$ cat config.mk
export PLATFORM = sky130hd
export DESIGN_NAME = axi_sram_bridge_mp
export DESIGN_NICKNAME = d
export VERILOG_FILES = /design/src/rtl/axi_sram_bridge_mp.sv
export SDC_FILE = /design/constraint.sdc
export NUM_CORES = 1
export LEC_CHECK = 0
export CAP_MARGIN = 20
export CORE_AREA = 2 2 153 155
export CTS_CLUSTER_SIZE = 20
export DETAILED_ROUTE_END_ITERATION = 10
export DIE_AREA = 0 0 155 157
export HOLD_SLACK_MARGIN = 0.03
export PLACE_DENSITY = 0.72
export RECOVER_POWER = 25
export SLEW_MARGIN = 20
export SYNTH_ARGS = -nofsm -noshare
export SYNTH_HDL_FRONTEND = slang
export SYNTH_SLANG_ARGS = --single-unit
$ cat constraint.sdc
create_clock -name aclk -period 7.2 [get_ports aclk]
set_input_delay 1.44 -clock aclk [delete_from_list [all_inputs] [get_ports aclk]]
set_output_delay 1.44 -clock aclk [all_outputs]
set_load 0.03 [all_outputs]
$ cat src/rtl/axi_sram_bridge_mp.sv
// Multi-port SRAM-like to AXI3 bridge: round-robin arbitration, per-port outstanding
// reads tagged by port id, and a single write in flight with read-after-write hazard blocking.
module axi_sram_bridge_mp #(
  parameter int NUM_PORTS      = 2,
  parameter int RD_OUTSTANDING = 4
) (
  input  logic                   aclk,
  input  logic                   areset,
  input  logic [NUM_PORTS-1:0]   sram_req,
  input  logic [NUM_PORTS-1:0]   sram_wr,
  input  logic [2*NUM_PORTS-1:0] sram_size,
  input  logic [32*NUM_PORTS-1:0] sram_addr,
  input  logic [4*NUM_PORTS-1:0] sram_wstrb,
  input  logic [32*NUM_PORTS-1:0] sram_wdata,
  output logic [NUM_PORTS-1:0]   sram_addr_ok,
  output logic [NUM_PORTS-1:0]   sram_data_ok,
  output logic [31:0]            sram_rdata,
  output logic [3:0]             arid,
  output logic [31:0]            araddr,
  output logic [7:0]             arlen,
  output logic [2:0]             arsize,
  output logic [1:0]             arburst,
  output logic [1:0]             arlock,
  output logic [3:0]             arcache,
  output logic [2:0]             arprot,
  output logic                   arvalid,
  input  logic                   arready,
  input  logic [3:0]             rid,
  input  logic [31:0]            rdata,
  input  logic [1:0]             rresp,
  input  logic                   rlast,
  input  logic                   rvalid,
  output logic                   rready,
  output logic [3:0]             awid,
  output logic [31:0]            awaddr,
  output logic [7:0]             awlen,
  output logic [2:0]             awsize,
  output logic [1:0]             awburst,
  output logic [1:0]             awlock,
  output logic [3:0]             awcache,
  output logic [2:0]             awprot,
  output logic                   awvalid,
  input  logic                   awready,
  output logic [3:0]             wid,
  output logic [31:0]            wdata,
  output logic [3:0]             wstrb,
  output logic                   wlast,
  output logic                   wvalid,
  input  logic                   wready,
  input  logic [3:0]             bid,
  input  logic [1:0]             bresp,
  input  logic                   bvalid,
  output logic                   bready
);
  localparam int NP = NUM_PORTS;

  typedef enum logic [1:0] {W_IDLE = 2'd0, W_SEND = 2'd1, W_RESP = 2'd2} w_state_e;
  w_state_e w_state_r, w_state_nx_s;

  logic [3:0]    rd_cnt_r [NP];
  logic [3:0]    rr_r, off_s, win_s, rr_nx_s;
  logic [4:0]    sum_s;
  logic          win_vld_s, win_rd_s, win_wr_s, w_busy_s, unused_s;
  logic [NP-1:0] rd_elig_s, wr_elig_s, addr_ok_s, rd_inc_s, rd_dec_s, rd_zero_s;
  logic [2*NP-1:0] rot_s;
  logic [31:0]   sel_addr_s, sel_wdata_s;
  logic [1:0]    sel_size_s;
  logic [3:0]    sel_wstrb_s;
  logic          arvalid_r, awvalid_r, wvalid_r;
  logic [3:0]    arid_r, awid_r, wstrb_r;
  logic [31:0]   araddr_r, awaddr_r, wdata_r;
  logic [2:0]    arsize_r, awsize_r;

  assign w_busy_s = (w_state_r != W_IDLE);
  assign unused_s = ^{rresp, bresp, rlast};

  // Per-port eligibility, counter update strobes and data_ok routing
  always_comb begin
    for (int p = 0; p < NP; p++) begin
      rd_elig_s[p] = sram_req[p] & ~sram_wr[p] & ~arvalid_r
                   & (rd_cnt_r[p] < 4'(RD_OUTSTANDING))
                   & ~(w_busy_s & (awid_r == 4'(p)))
                   & ~(w_busy_s & (sram_addr[32*p+2 +: 30] == awaddr_r[31:2]));
      wr_elig_s[p] = sram_req[p] & sram_wr[p] & (w_state_r == W_IDLE) & (rd_cnt_r[p] == 4'd0);
      rd_dec_s[p]  = rvalid & (rid == 4'(p)) & (rd_cnt_r[p] != 4'd0);
      rd_zero_s[p] = (rd_cnt_r[p] == 4'd0);
      sram_data_ok[p] = (rvalid & (rid == 4'(p))) | (bready & bvalid & (bid == 4'(p)));
    end
  end

  // Round-robin pick: rotate eligibility so the rr pointer lands on bit 0
  always_comb begin
    rot_s     = {(rd_elig_s | wr_elig_s), (rd_elig_s | wr_elig_s)} >> rr_r;
    win_vld_s = 1'b0;
    off_s     = 4'd0;
    for (int j = NP - 1; j >= 0; j--) begin
      if (rot_s[j]) begin
        win_vld_s = 1'b1;
        off_s     = 4'(j);
      end else begin
        win_vld_s = win_vld_s;
      end
    end
    sum_s = {1'b0, rr_r} + {1'b0, off_s};
    if (sum_s >= 5'(NP)) begin
      win_s = 4'(sum_s - 5'(NP));
    end else begin
      win_s = sum_s[3:0];
    end
    if (win_s == 4'(NP - 1)) begin
      rr_nx_s = 4'd0;
    end else begin
      rr_nx_s = win_s + 4'd1;
    end
  end

  // Winner one-hot and request field mux
  always_comb begin
    sel_addr_s  = 32'd0;
    sel_wdata_s = 32'd0;
    sel_size_s  = 2'd0;
    sel_wstrb_s = 4'd0;
    for (int p = 0; p < NP; p++) begin
      addr_ok_s[p] = win_vld_s & (win_s == 4'(p));
      rd_inc_s[p]  = addr_ok_s[p] & ~sram_wr[p];
      sel_addr_s   = sel_addr_s  | ({32{addr_ok_s[p]}} & sram_addr[32*p +: 32]);
      sel_wdata_s  = sel_wdata_s | ({32{addr_ok_s[p]}} & sram_wdata[32*p +: 32]);
      sel_size_s   = sel_size_s  | ({2{addr_ok_s[p]}}  & sram_size[2*p +: 2]);
      sel_wstrb_s  = sel_wstrb_s | ({4{addr_ok_s[p]}}  & sram_wstrb[4*p +: 4]);
    end
    win_rd_s = |(addr_ok_s & ~sram_wr);
    win_wr_s = |(addr_ok_s & sram_wr);
  end

  // Round-robin pointer and per-port read counters
  always_ff @(posedge aclk) begin
    if (areset) begin
      rr_r <= 4'd0;
      for (int p = 0; p < NP; p++) rd_cnt_r[p] <= 4'd0;
    end else begin
      if (win_vld_s) rr_r <= rr_nx_s;
      for (int p = 0; p < NP; p++) begin
        case ({rd_inc_s[p], rd_dec_s[p]})
          2'b10:   rd_cnt_r[p] <= rd_cnt_r[p] + 4'd1;
          2'b01:   rd_cnt_r[p] <= rd_cnt_r[p] - 4'd1;
          default: rd_cnt_r[p] <= rd_cnt_r[p];
        endcase
      end
    end
  end

  // AR channel register: loaded on a read accept, held until arready
  always_ff @(posedge aclk) begin
    if (areset) begin
      arvalid_r <= 1'b0;
      arid_r    <= 4'd0;
      araddr_r  <= 32'd0;
      arsize_r  <= 3'd0;
    end else if (win_rd_s) begin
      arvalid_r <= 1'b1;
      arid_r    <= win_s;
      araddr_r  <= sel_addr_s;
      arsize_r  <= {1'b0, sel_size_s};
    end else if (arready) begin
      arvalid_r <= 1'b0;
    end
  end

  // AW/W channel registers: each valid drops on its own ready
  always_ff @(posedge aclk) begin
    if (areset) begin
      awvalid_r <= 1'b0;
      wvalid_r  <= 1'b0;
      awid_r    <= 4'd0;
      awaddr_r  <= 32'd0;
      awsize_r  <= 3'd0;
      wdata_r   <= 32'd0;
      wstrb_r   <= 4'd0;
    end else if (win_wr_s) begin
      awvalid_r <= 1'b1;
      wvalid_r  <= 1'b1;
      awid_r    <= win_s;
      awaddr_r  <= sel_addr_s;
      awsize_r  <= {1'b0, sel_size_s};
      wdata_r   <= sel_wdata_s;
      wstrb_r   <= sel_wstrb_s;
    end else begin
      if (awready) awvalid_r <= 1'b0;
      if (wready)  wvalid_r  <= 1'b0;
    end
  end

  // Write FSM state register
  always_ff @(posedge aclk) begin
    if (areset) w_state_r <= W_IDLE;
    else        w_state_r <= w_state_nx_s;
  end

  // Write FSM next state
  always_comb begin
    w_state_nx_s = w_state_r;
    case (w_state_r)
      W_IDLE: if (win_wr_s) w_state_nx_s = W_SEND; else w_state_nx_s = W_IDLE;
      W_SEND: if ((~awvalid_r | awready) & (~wvalid_r | wready)) w_state_nx_s = W_RESP;
              else w_state_nx_s = W_SEND;
      W_RESP: if (bvalid) w_state_nx_s = W_IDLE; else w_state_nx_s = W_RESP;
      default: w_state_nx_s = W_IDLE;
    endcase
  end

  assign sram_addr_ok = addr_ok_s;
  assign sram_rdata   = rdata;
  assign arid    = arid_r;
  assign araddr  = araddr_r;
  assign arlen   = 8'd0;
  assign arsize  = arsize_r;
  assign arburst = 2'b01;
  assign arlock  = 2'b00;
  assign arcache = 4'd0;
  assign arprot  = 3'd0;
  assign arvalid = arvalid_r;
  assign rready  = 1'b1;
  assign awid    = awid_r;
  assign awaddr  = awaddr_r;
  assign awlen   = 8'd0;
  assign awsize  = awsize_r;
  assign awburst = 2'b01;
  assign awlock  = 2'b00;
  assign awcache = 4'd0;
  assign awprot  = 3'd0;
  assign awvalid = awvalid_r;
  assign wid     = awid_r;
  assign wdata   = wdata_r;
  assign wstrb   = wstrb_r;
  assign wlast   = 1'b1;
  assign wvalid  = wvalid_r;
  assign bready  = (w_state_r == W_RESP);

  axi_sram_bridge_mp_chk #(.NUM_PORTS(NP)) u_chk (
    .aclk      (aclk),
    .areset    (areset),
    .rvalid    (rvalid),
    .rid       (rid),
    .rd_zero   (rd_zero_s)
  );
endmodule

// Protocol checker: a read return must target a port that has reads outstanding.
module axi_sram_bridge_mp_chk #(
  parameter int NUM_PORTS = 2
) (
  input logic                 aclk,
  input logic                 areset,
  input logic                 rvalid,
  input logic [3:0]           rid,
  input logic [NUM_PORTS-1:0] rd_zero
);
  logic rid_known_s;

  // rid must name an existing port that is waiting for data
  always_comb begin
    rid_known_s = 1'b0;
    for (int p = 0; p < NUM_PORTS; p++) begin
      if ((rid == 4'(p)) && !rd_zero[p]) rid_known_s = 1'b1;
      else                               rid_known_s = rid_known_s;
    end
  end

  a_rid_known: assert property (@(posedge aclk) disable iff (areset) rvalid |-> rid_known_s);
endmodule

==> impl_metrics.tcl <==
set metrics [dict create \
    timing.critical_path.mode_cell "nor4_2" \
    synth_edf_count 8 \
    cpPeakStageDelay_ns 0.53 \
    die_h_um 157 \
    relSlewSlack -0.943 \
    ys.flop_type "dfxtp_1" \
    r2r_cells 27 \
    crit_cells 21 \
    grt_remaining_overflow 0 \
    p_switching_mw 1.20 \
    core-area_mm2 0.0225 \
    drcViolationCount 0 \
    path_class "input pin to output pin" \
    status "finished with violations" \
    hold_class "flip-flop to flip-flop" \
    crit_chain "clkdlybuf4s50_1 > xor2_1 > nor4_2 > nand4_1 > nor4_2 > buf_4 > o21bai_1 > mux2i_1 > nor2_1 > ha_1 > ha_1 > xor2_1 > inv_1 > ha_2 > inv_1 > or4_1 > a32oi_2 > nor2_2 > nand2_2 > nor4_2 > buf_4" \
    rsz0062_at_grt "no" \
    async_flop_share 0 \
    startpoint_type "input pin" \
    grt_pass1_vias 7139 \
    cp_slowest_cell "or4_1" \
    grt_pass1_wl_um 40000 \
    cts_setup_buffers 0 \
    p_comb_frac 0.411 \
    syn_inst 866 \
    endpoint "sram_addr_ok[1]" \
    dpl.hpwl_um 19000 \
    clkPwrFrac 0.289 \
    slew_viol_final 123 \
    post-route-period-util 0.963 \
    arrival_ns 5.49 \
    synth_warnings 0 \
    antenna_cells 0 \
    finalHoldViolCount 0 \
    crit_family "simple AND/OR/NAND/NOR gates" \
    crit_path_max_fanout 5 \
    hp-start "arsize[1]$_SDFFE_PP0P_" \
    initial_utilization 0.335 \
    placementRows 55 \
    whs_ns 0.455 \
    switching_share 0.388 \
    syn_area_mm2 0.00753 \
    end_kind "output pin" \
    cp_num_buf_inv 5 \
    finClkSkew_ns 0.0121 \
    ir_drop_v 0.000144 \
    setup_tns_ns 0 \
    grt_usage 0.210 \
    avgSynthCellArea_um2 8.70 \
    wl_per_cell_um 19.3 \
    p_seq_frac 0.299 \
    p_int_mw 1.89 \
    layout_commonest_cell "clkdlybuf4s50_1" \
    drive_gt1_frac 0.0852 \
    worst_slew_pin_slew_ns 2.92 \
    rr_startpoint "w_state_r[0]$_SDFF_PP0_" \
    clockBufferDepth 2 \
    portBuffers 282 \
    crit_start "sram_addr[3]" \
    fp.dieW_um 155 \
    clkSinkCount 129 \
    cts_buffers 17 \
    area_growth_pct 44.7 \
    rrSetupSlack_ns 1.41 \
    clk_latency_ns 0.41 \
    cts_root_buf "clkbuf_16" \
    clk_pin_slew_ns 0.05 \
    timing.final.setup_violations 0 \
    max_freq_mhz 144 \
    routed_via_density 5.46 \
    grt_antenna_before_repair 0 \
    required_ns 5.76 \
    cts_tree "done" \
    ys_ff_latch 129 \
    violations "capacitance limit, slew limit" \
    fin_nets 1300 \
    htree_levels 4 \
    fillers 2111 \
    dr_total_vias 7580 \
    globalplace.congestion 0.809 \
    io_pins 394 \
    first_pass_iters 5 \
    leakage_nw 4.29 \
    synth_cell_types 53 \
    power.density_mw_per_mm2 284 \
    final_antenna_net_count 0 \
    yosysSeqAreaShare 0.353 \
    grt_max_degree 93 \
    layout_common_cells "clkdlybuf4s50_1, dfxtp_1, a31oi_1" \
    finalWirelength_um 26800 \
    die_area_mm2 0.0243 \
    drtIter0Drc 422 \
    rr_endpoint "rd_cnt_r[1][3]$_DFFE_PP_" \
    max-cap-violations 2 \
    period_needed_ns 6.93 \
]
-- worst min-delay path by stage --
stage                               to  depth (start not counted)
6_report        arsize[1]$_SDFFE_PP0P_                          1
5_1_grt         wdata[25]$_SDFFE_PP0P_                          1
4_1_cts         arsize[1]$_SDFFE_PP0P_                          1
3_5_place_dp   araddr[29]$_SDFFE_PP0P_                          1
3_3_place_gp   araddr[13]$_SDFFE_PP0P_                          1
2_1_floorplan  w_state_r[0]$_SDFF_PP0_                          1
-- synth_stat cells, types with 2 or more instances --
cell type / number / share of area
nand3_1: 7 / 0.0046
buf_6: 10 / 0.015
nand4_1: 9 / 0.0075
nand2_1: 19 / 0.0095
and2_1: 2 / 0.0017
and3_1: 8 / 0.0066
a21o_1: 2 / 0.0020
or2_2: 3 / 0.0025
conb_1: 2 / 0.0010
edfxtp_1: 8 / 0.032
a31oi_1: 107 / 0.089
clkbuf_1: 43 / 0.021
o21bai_1: 3 / 0.0030
a211oi_1: 4 / 0.0040
nand2b_1: 8 / 0.0066
ha_1: 12 / 0.020
nor4_1: 20 / 0.017
o21ai_0: 12 / 0.0080
nor3_1: 4 / 0.0027
buf_1: 9 / 0.0045
o22ai_1: 104 / 0.086
nor4b_1: 2 / 0.0023
o21a_1: 105 / 0.10
nor2_1: 25 / 0.012
xor2_1: 52 / 0.060
inv_1: 19 / 0.0095
a21oi_1: 11 / 0.0073
nor2b_1: 4 / 0.0033
xnor2_1: 14 / 0.016
buf_2: 13 / 0.0086
buf_4: 78 / 0.078
mux2i_1: 2 / 0.0027
dfxtp_1: 121 / 0.32
nor3b_1: 5 / 0.0050
-- power by group through the flow --
stage	sequential, mW	clock, mW	combinational, mW
CTS	0.926	0.920	1.28
finish	0.925	0.895	1.27
floorplan	1.14	0	0.606
detailed placement	0.941	0	1.27
global placement	0.935	0	1.27
global route	0.941	0.951	1.35
-- metrics by stage --
step	cells	setup WS, ns	utilization	power (mW)	area, um2
after floorplan	906	0.490	-	1.74	7680
after global placement	1357	0.0578	0.455	2.20	10200
after detailed placement	1357	0.0253	0.455	2.21	10200
after CTS	1388	0.0750	0.481	3.12	10800
after global routing	1388	0.0139	0.484	3.24	10900
final	1388	0.268	0.484	3.09	10900
-- cell type report --
type                       count  area [um2]  share of cell area
clock buffer                  19         443              0.0406
tap                          285         357              0.0327
inverter                      19        71.3             0.00654
clock inverter                12         156              0.0143
sequential                   129        2660               0.244
timing repair buffer         319        3120               0.286
multi-input combinational    605        4090               0.376
-- kinds of logic after synthesis --
| group | synth area share |
|---|---|
| mux | 0.00415 |
| simple gates | 0.0854 |
| other cells | 0.000997 |
| buf+inv | 0.137 |
| flops | 0.353 |
| fa+ha+maj | 0.0226 |
| xor+xnor | 0.0767 |
| compound gates | 0.320 |
-- registers in the layout (all words and copies together), names as in the netlist --
register / count
araddr: 32
awaddr: 32
wdata: 32
rd_cnt_r: 8
arid: 4
awid: 4
rr_r: 4
wstrb: 4
arsize: 2
awsize: 2
w_state_r: 2
arvalid: 1
awvalid: 1
wvalid: 1
-- metal layers --
layer | GRT usage | vias up | routed length (um)
met5 | 0 | - | 0
met4 | 0.0551 | 0 | 374
met3 | 0.0540 | 27 | 2060
met2 | 0.348 | 308 | 12700
met1 | 0.272 | 3664 | 11700
li1 | - | 3581 | -
-- what timing repair did --
action | 4_1_cts | 5_1_grt
setup endpoints to repair | 0 | 3
gates resized for setup | 0 | 14
hold buffers | 0 | 0
Note: power is estimated with default switching activity, not from simulation.
